**config.mk**
```make
export PLATFORM = sky130hd
export DESIGN_NAME = jstk_spi_ctrl
export DESIGN_NICKNAME = d
export VERILOG_FILES = /design/src/rtl/jstk_pkg.sv /design/src/rtl/jstk_spi_byte.sv /design/src/rtl/jstk_spi_ctrl.sv
export SDC_FILE = /design/constraint.sdc
export NUM_CORES = 1
export LEC_CHECK = 0
export CAP_MARGIN = 20
export CORE_MARGIN = 2
export CORE_UTILIZATION = 40
export CTS_CLUSTER_DIAMETER = 120
export DETAILED_ROUTE_END_ITERATION = 16
export PLACE_DENSITY_LB_ADDON = 0.15
export REMOVE_ABC_BUFFERS = 1
export SLEW_MARGIN = 15
export SYNTH_ARGS = -nofsm -noshare
export SYNTH_HDL_FRONTEND = slang
export SYNTH_SLANG_ARGS = --single-unit
```
**constraint.sdc**
```tcl
create_clock -name CLK -period 2.3 [get_ports CLK]
set_input_delay 0.23 -clock CLK [delete_from_list [all_inputs] [get_ports CLK]]
set_output_delay 0.23 -clock CLK [all_outputs]
set_load 0.01 [all_outputs]
```
**src/rtl/jstk_pkg.sv**
```systemverilog
// Shared types and constants for the PmodJSTK SPI controller.
package jstk_pkg;

    typedef enum logic [2:0] {IDLE, SETUP, SHIFT, GAP, HOLD, FINISH} state_t;

    localparam int         NUM_BYTES = 5;
    localparam logic [7:0] FILL_BYTE = 8'h00;
    localparam int         DOUT_W    = 40;

    function automatic int max3(input int a, input int b, input int c);
        int m;
        m = (a > b) ? a : b;
        return (m > c) ? m : c;
    endfunction

endpackage

```
**src/rtl/jstk_spi_byte.sv**
```systemverilog
// 8-bit SPI mode-0 shifter: the start edge is the first SCLK rise, done flags the 8th fall.
import jstk_pkg::*;

module jstk_spi_byte #(
    parameter int CLK_DIV = 50
) (
    input  logic       clk,
    input  logic       rst,
    input  logic       start,
    input  logic [7:0] tx,
    input  logic       miso,
    output logic       sclk,
    output logic       mosi,
    output logic       done,
    output logic [7:0] rx
);

    localparam int DIV_W = $clog2(CLK_DIV);

    logic             active;
    logic [DIV_W-1:0] div_cnt;
    logic [2:0]       bit_cnt;
    logic [7:0]       tx_sh;
    logic             half_end;

    assign half_end = (div_cnt == DIV_W'(CLK_DIV - 1));
    assign done     = active && sclk && half_end && (bit_cnt == 3'd7);
    assign mosi     = tx_sh[7];

    always_ff @(posedge clk) begin
        if (rst) begin
            active  <= 1'b0;
            sclk    <= 1'b0;
            div_cnt <= '0;
            bit_cnt <= '0;
            tx_sh   <= '0;
            rx      <= '0;
        end else if (start) begin
            // The controller already spent the low half before bit 0, so rise now.
            active  <= 1'b1;
            sclk    <= 1'b1;
            div_cnt <= '0;
            bit_cnt <= '0;
            tx_sh   <= tx;
            rx      <= {rx[6:0], miso};
        end else if (active) begin
            if (half_end) begin
                div_cnt <= '0;
                sclk    <= ~sclk;
                if (sclk) begin
                    tx_sh   <= {tx_sh[6:0], 1'b0};
                    bit_cnt <= bit_cnt + 3'd1;
                    if (bit_cnt == 3'd7)
                        active <= 1'b0;
                end else begin
                    rx <= {rx[6:0], miso};
                end
            end else begin
                div_cnt <= div_cnt + DIV_W'(1);
            end
        end
    end

endmodule

```
**src/rtl/jstk_spi_ctrl.sv**
```systemverilog
// PmodJSTK transaction sequencer: 5 SPI bytes per SNDREC rising edge.
// Optional decoded XPOS/YPOS/BTN outputs when JSTK_DECODE_EN is defined.
import jstk_pkg::*;

module jstk_spi_ctrl #(
    parameter int CLK_DIV  = 50,
    parameter int SS_SETUP = 1500,
    parameter int BYTE_GAP = 1000,
    parameter int SS_HOLD  = 50
) (
    input  logic              CLK,
    input  logic              RST,
    input  logic              SNDREC,
    input  logic [7:0]        DIN,
    input  logic              MISO,
    output logic              SS,
    output logic              SCLK,
    output logic              MOSI,
    output logic              BUSY,
    output logic              DONE,
    output logic [DOUT_W-1:0] DOUT
`ifdef JSTK_DECODE_EN
    ,
    output logic [9:0]        XPOS,
    output logic [9:0]        YPOS,
    output logic [2:0]        BTN
`endif
);

    localparam int CNT_W = $clog2(max3(SS_SETUP, BYTE_GAP, SS_HOLD) + 1);

    state_t             state, state_nx;
    logic               prev;
    logic               edge_det;
    logic [CNT_W-1:0]   cnt;
    logic [2:0]         byte_cnt;
    logic [7:0]         din_q;
    logic [7:0]         tx_byte;
    logic [DOUT_W-1:0]  dout_next;
    logic               start_byte;
    logic               byte_done;
    logic               byte_mosi;
    logic [7:0]         rx_byte;

    assign edge_det = SNDREC && !prev;
    assign tx_byte  = (byte_cnt == 3'd0) ? din_q : FILL_BYTE;

    jstk_spi_byte #(.CLK_DIV(CLK_DIV)) u_byte (
        .clk   (CLK),
        .rst   (RST),
        .start (start_byte),
        .tx    (tx_byte),
        .miso  (MISO),
        .sclk  (SCLK),
        .mosi  (byte_mosi),
        .done  (byte_done),
        .rx    (rx_byte)
    );

    always_comb begin
        state_nx   = state;
        start_byte = 1'b0;
        case (state)
            IDLE:   if (edge_det) state_nx = SETUP;
            SETUP:  if (cnt == CNT_W'(SS_SETUP - 1)) begin
                        state_nx   = SHIFT;
                        start_byte = 1'b1;
                    end
            SHIFT:  if (byte_done)
                        state_nx = (byte_cnt == 3'(NUM_BYTES - 1)) ? HOLD : GAP;
            GAP:    if (cnt == CNT_W'(BYTE_GAP - 1)) begin
                        state_nx   = SHIFT;
                        start_byte = 1'b1;
                    end
            HOLD:   if (cnt == CNT_W'(SS_HOLD - 1)) state_nx = FINISH;
            FINISH: state_nx = IDLE;
            default: state_nx = IDLE;
        endcase
    end

    always_comb begin
        SS   = !(state inside {SETUP, SHIFT, GAP, HOLD});
        BUSY = (state != IDLE);
        DONE = (state == FINISH);
        MOSI = 1'b0;
        if (state inside {SETUP, GAP})
            MOSI = tx_byte[7];
        else if (state == SHIFT)
            MOSI = byte_mosi;
    end

    always_ff @(posedge CLK) begin
        if (RST) begin
            state     <= IDLE;
            prev      <= 1'b0;
            cnt       <= '0;
            byte_cnt  <= '0;
            din_q     <= '0;
            dout_next <= '0;
            DOUT      <= '0;
`ifdef JSTK_DECODE_EN
            XPOS      <= '0;
            YPOS      <= '0;
            BTN       <= '0;
`endif
        end else begin
            prev  <= SNDREC;
            state <= state_nx;
            if (state_nx != state)
                cnt <= '0;
            else if (state inside {SETUP, GAP, HOLD})
                cnt <= cnt + CNT_W'(1);
            if (state == IDLE && edge_det) begin
                din_q    <= DIN;
                byte_cnt <= '0;
            end
            if (byte_done) begin
                byte_cnt  <= byte_cnt + 3'd1;
                dout_next <= {dout_next[DOUT_W-9:0], rx_byte};
            end
            // DOUT only moves on a completed transaction, together with DONE.
            if (state == HOLD && state_nx == FINISH) begin
                DOUT <= dout_next;
`ifdef JSTK_DECODE_EN
                XPOS <= {dout_next[25:24], dout_next[39:32]};
                YPOS <= {dout_next[9:8], dout_next[23:16]};
                BTN  <= dout_next[2:0];
`endif
            end
        end
    end

endmodule

```
# Word level (Yosys, flattened, before mapping)
# Index checks and enable logic that the tools add are counted.
dict set report totals {
  regBits 133
  input_bits 12
  out_inout_bits 45
  wordCells 88
}
dict set report op_classes {
  n_addsub 4
  eq_ne 14
  muxes 32
  n_bitwise 1
  reduce_logical 24
}
# cell count
set ops {}
lappend ops {{8-bit 2-to-1 mux} 9}
lappend ops {{3-bit 2-to-1 mux} 8}
lappend ops {{3-bit == test, second input constant} 5}
lappend ops {{3-bit one-hot mux with 5 select lines} 1}
lappend ops {{1-bit 2-to-1 mux} 12}
lappend ops {{11-bit by 1-bit adder with 11-bit output, second input constant} 1}
lappend ops {{11-bit by 10-bit == test with 1-bit output, second input constant} 1}
lappend ops {{11-bit == test, second input constant} 1}
lappend ops {{11-bit by 6-bit == test with 1-bit output, second input constant} 1}
lappend ops {{2-bit nonzero test} 5}
lappend ops {{3-bit AND reduction} 3}
lappend ops {{3-bit by 1-bit adder with 3-bit output, second input constant} 2}
lappend ops {{6-bit by 1-bit adder with 6-bit output, second input constant} 1}
lappend ops {{3-bit by 2-bit == test with 1-bit output, second input constant} 2}
lappend ops {{6-bit == test, second input constant} 1}
lappend ops {{1-bit logical AND} 6}
lappend ops {{3-bit logical NOT} 2}
lappend ops {{6-bit 2-to-1 mux} 1}
lappend ops {{3-bit nonzero test} 2}
lappend ops {{4-bit nonzero test} 1}
lappend ops {{2-bit OR reduction} 2}
lappend ops {{3-bit by 1-bit == test with 1-bit output, second input constant} 1}
lappend ops {{3-bit != test} 1}
lappend ops {{1-bit logical NOT} 2}
lappend ops {{other kinds (4)} 4}

# Longest topological paths before layout
dict set report depth {
  word_depth 7
  ltp_mapped 9
  mapped_depth_nobuf 7
}

# By module
# From an unflattened synthesis, not the netlist that was laid out.
dict set report hier_totals {
  hier_cells 573
  hier_area_um2 5432.7
}
# module instances cells_each area_each_um2 seq_area_each_um2
set modules_own_cells {}
lappend modules_own_cells {jstk_spi_ctrl 1 431 4152.7 2122.0}
lappend modules_own_cells {jstk_spi_byte 1 142 1280.0 540.5}

# Worst setup path before layout
# No wires, ideal clock.
dict set report synth_timing {
  kind {register to register}
  startpoint {reg cnt[4]}
  endpoint {reg cnt[1]}
  setup_ns 0.122
  arrival_ns 1.909
  setup_slack_ns 0.269
  stages_incl_launch_ff 7
  n_path_buf 1
  synth_period_minus_slack_ns 2.031
  path_cell_list {dfxtp_1 > or3b_1 > o311a_1 > a2111oi_4 > a21bo_2 > buf_6 > a21oi_2}
}
dict set report synth_via {
  elab_chain_len 5
}
# element line_no
set synth_rtl {}
lappend synth_rtl {{start, declared} jstk_spi_ctrl.sv:35} ;# logic [CNT_W-1:0] cnt;
lappend synth_rtl {{start signal, assigned} jstk_spi_ctrl.sv:112} ;# cnt <= cnt + CNT_W'(1);
lappend synth_rtl {{11-bit by 6-bit == test with 1-bit output (tied with other cells)} jstk_spi_ctrl.sv:75} ;# HOLD: if (cnt == CNT_W'(SS_HOLD - 1)) state_nx = FINISH;
lappend synth_rtl {{3-bit 2-to-1 mux, on equally long branches} {jstk_spi_ctrl.sv:75, jstk_spi_ctrl.sv:65, jstk_spi_ctrl.sv:71}}
lappend synth_rtl {{3-bit one-hot mux with 5 select lines (*)} jstk_spi_ctrl.sv:63} ;# case (state)
lappend synth_rtl {{3-bit != test (*)} jstk_spi_ctrl.sv:109} ;# if (state_nx != state)
lappend synth_rtl {{2-bit OR reduction (no line) (*)} -}
# Mark *: on every way between the ends. The rest lies on a longest branch, timed or not.
# A chain may end at the register's enable or synchronous reset.

# Worst setup path after layout
dict set report layout_timing {
  startpoint {reg state[2]}
  endpoint {out SS}
}
dict set report layout_via {
  elab_chain_len 3
}
# element line_no
set layout_rtl {}
lappend layout_rtl {{start, declared} jstk_spi_ctrl.sv:32} ;# state_t state, state_nx;
lappend layout_rtl {{start signal, assigned} jstk_spi_ctrl.sv:108} ;# state <= state_nx;
lappend layout_rtl {{3-bit by 1-bit == test with 1-bit output (tied with other cells)} jstk_spi_ctrl.sv:82} ;# SS = !(state inside {SETUP, SHIFT, GAP, HOLD});
lappend layout_rtl {{4-bit nonzero test (*)} jstk_spi_ctrl.sv:82}
lappend layout_rtl {{1-bit logical NOT (*)} jstk_spi_ctrl.sv:82}
lappend layout_rtl {{end, declared} jstk_spi_ctrl.sv:16} ;# output logic SS,
# Marks and branches as above.

==> flow_summary.ini <==
[floorplan]
dieArea_sq_um = 14200
die_h_um = 119
row_count = 42
ios = 57
initial_core_util_pct = 40.5
core_area_sq_um = 13100
dieWidth_um = 119

[cells_and_area]
drive_gt1_share_pct = 9.65
seq_area_sq_um = 2660
final_area_sq_um = 6700
multiInputGateArea_sq_um = 2460
final_nets = 694
area_growth_pct = 26.3
diodes = 0
fill_cells = 1279

[synth]
synthTopCellsByArea = dfxtp_1, nand2_1, a21oi_1
synth-seq-cells = 133
syn_inst = 626
synth_top_flop_cell = dfxtp_1
synthArstFlopShare_pct = 0
syn_area_sq_um = 5300
synthDistinctLibCells = 44
yosysSeqAreaShare_pct = 50.2
synth_edf_count = 0
yosysTopAreaCell = dfxtp_1
yosysWarnings = 0
synth_top_area_share_pct = 50.2
synth.avg_cell_area_sq_um = 8.47

[worst_setup_path]
crit_cells = 3
end_kind = primary output
crit_fanout = 13
r2r_cells = 8
crit_buf_inv = 1
max_stage_delay_ns = 0.53
worstPathRequired_ns = 2.07
path_cells = or3_1 > nand2_1 > clkdlybuf4s50_1
cp_slowest_cell = clkdlybuf4s50_1
path_delay_family = simple AND/OR/NAND/NOR gates
crit_arrival_ns = 1.92
cp-start-kind = flip-flop
worstSetupPathType = reg2out

[hold_path]
hp-class = in2reg
whs_path_depth = 2

[power]
power_density_nw_per_um2 = 789
p_leak_nw = 2.34
vdd.ir_drop.worst_mv = 0.502
power.total_mw = 5.28

[sta]
min_period_ns = 2.15
finalCritPeriodShare_pct = 93.6
grt_setup_unrepaired = no
finalSetupViolCount = 0
final_hold_viol_count = 0
max_slew.worst_pin.slew_ns = 0.534
fmax_mhz = 464
slew_headroom_pct = 63.9
slew_viol_final = 0
fin_setup_tns_ns = 0
skew_ns = 0.00677

[cts]
cts_tree = done
path_clk_slew_ns = 0.05
cts.sinks = 133
cts_buffers = 17
clk_latency_ns = 0.41
cts_buffer_depth = 2
cts_root_buf = clkbuf_16
cts.htree.levels = 4
hold_buffers = 0

[placed_design]
hpwlAfterDp_mm = 6.87
gp_congestion = 0.854
io_buffers = 56
place_area_sq_um = 6070

[routing]
routed_wl_mm = 10.9
drt_drc_violations_left = 0
first_iter_violations = 238
wl_per_cell_um = 12.6
via_count = 4253
final_antenna_net_count = 0
viasPerCell = 4.95
dr.pass1.iters = 4

[grt]
grt_antenna_before_repair = 0
grt_usage_pct = 16.3
grt_overflow_total = 0
grt_pass1_vias = 4045
grt_max_degree = 96
grt_pass1_wl_mm = 18.7

[outcome]
status = finished, final reports clean

[run]
maxCapViolations = 0
stage by stage:
stage | instances | utilization (%) | setup WS, ns | hold WS, ns
after floorplan | 583 | - | -0.670 | 0.299
after global placement | 831 | 46.4 | 0.156 | 0.443
after detailed placement | 831 | 46.4 | 0.116 | 0.444
after CTS | 860 | 51.1 | 0.0384 | 0.161
after global routing | 860 | 51.2 | 0.0307 | 0.171
final | 860 | 51.2 | 0.147 | 0.176
layout make-up:
| cell class | count | area share [%] |
|---|---|---|
| tap | 176 | 3.29 |
| sequential | 133 | 39.8 |
| timing repair buffer | 72 | 10.7 |
| clock buffer | 20 | 6.82 |
| clock inverter | 9 | 2.30 |
| inverter | 7 | 0.392 |
| multi-input combinational | 443 | 36.7 |
where the power goes:
part	total [mW]	leakage (nW)	internal, mW	switching (mW)
clock	2.80	0.294	1.85	0.947
combinational	0.156	0.970	0.0671	0.0886
sequential	2.33	1.07	2.32	0.0116
total	5.28	2.34	4.24	1.05
state kept, by name, indices dropped and copies added, names as in the netlist:
| register | flops |
|---|---|
| din_q | 8 |
| dout_next | 40 |
| u_byte.div_cnt | 6 |
| prev | 1 |
| u_byte.sclk | 1 |
| u_byte.bit_cnt | 3 |
| u_byte.tx_sh | 8 |
| u_byte.rx | 8 |
| DOUT | 40 |
| state | 3 |
| byte_cnt | 3 |
| u_byte.active | 1 |
| cnt | 11 |
worst paths after layout:
| path | from | endpoint | slack (ns) |
|---|---|---|---|
| max | state[2]$_SDFF_PP0_ | SS | 0.15 |
| min | RST | din_q[6]$_SDFFE_PP0P_ | 0.18 |
| max reg2reg | cnt[0]$_SDFFE_PP0P_ | cnt[9]$_SDFFE_PP0P_ | 0.18 |
| min reg2reg | DOUT[2]$_SDFFE_PP0P_ | DOUT[2]$_SDFFE_PP0P_ | 0.45 |
synth_stat cells, drive strengths merged, types with 2 or more instances:
cell	number
buf	5
mux2i	27
dfxtp	133
nand2b	11
ha	8
a21oi	107
inv	7
xor2	7
xnor2	8
nor3b	4
or3b	2
nor3	4
clkbuf	38
a211oi	14
or3	2
nor2	29
and3	5
nor2b	3
nand4	6
nand3b	3
nand2	173
o21ai	7
nand3	9
repair_timing:
action	CTS	global route
buffers inserted	0	0
cloned	0	0
pin swaps	0	1
gates resized for setup	1	3
endpoints found under the setup margin	1	12
routing by layer:
| metal | track usage [%] | routed length [um] | vias up |
|---|---|---|---|
| met5 | 0 | 0 | - |
| met3 | 4.45 | 402 | 15 |
| met1 | 21.0 | 5300 | 1967 |
| met2 | 25.5 | 5000 | 77 |
| li1 | - | - | 2194 |
| met4 | 7.37 | 167 | 0 |
cell usage in the layout, fill, tap and decap left out, types with 2 or more instances in the layout:
master / count
a211oi_1: 14
a21oi_1: 97
a21oi_2: 10
and3_1: 5
buf_12: 3
buf_4: 14
bufinv_16: 4
clkbuf_16: 17
clkbuf_8: 2
clkdlybuf4s50_1: 54
clkinv_2: 2
clkinvlp_4: 2
dfxtp_1: 133
ha_1: 8
inv_1: 7
mux2i_1: 27
nand2_1: 173
nand2b_1: 11
nand3_1: 8
nand3b_1: 3
nand4_1: 6
nor2_1: 28
nor2b_1: 2
nor3_1: 3
nor3b_1: 3
o21ai_0: 5
or3_1: 2
xnor2_1: 8
xor2_1: 7
worst reg2reg max path, stage by stage (launching register included):
cell and delay (ns):
dfxtp_1 0.31, buf_4 0.14, ha_1 0.18, nor4b_1 0.17
and4_2 0.29, a2111oi_4 0.42, nand3_2 0.17, buf_4 0.22
a21oi_2 0.15
cells by family after synthesis:
family                   count (synthesis)  share of synthesized area, %
multiplexers                            27                          5.10
XOR/XNOR                                15                          2.48
AND/OR/NAND/NOR                        257                          21.3
buffers and inverters                   50                          3.87
AO/OA/AOI/OAI                          136                          15.2
flip-flops                             133                          50.2
adder cells (fa/ha/maj)                  8                          1.89
No activity file was read; power rests on OpenSTA's default activity.
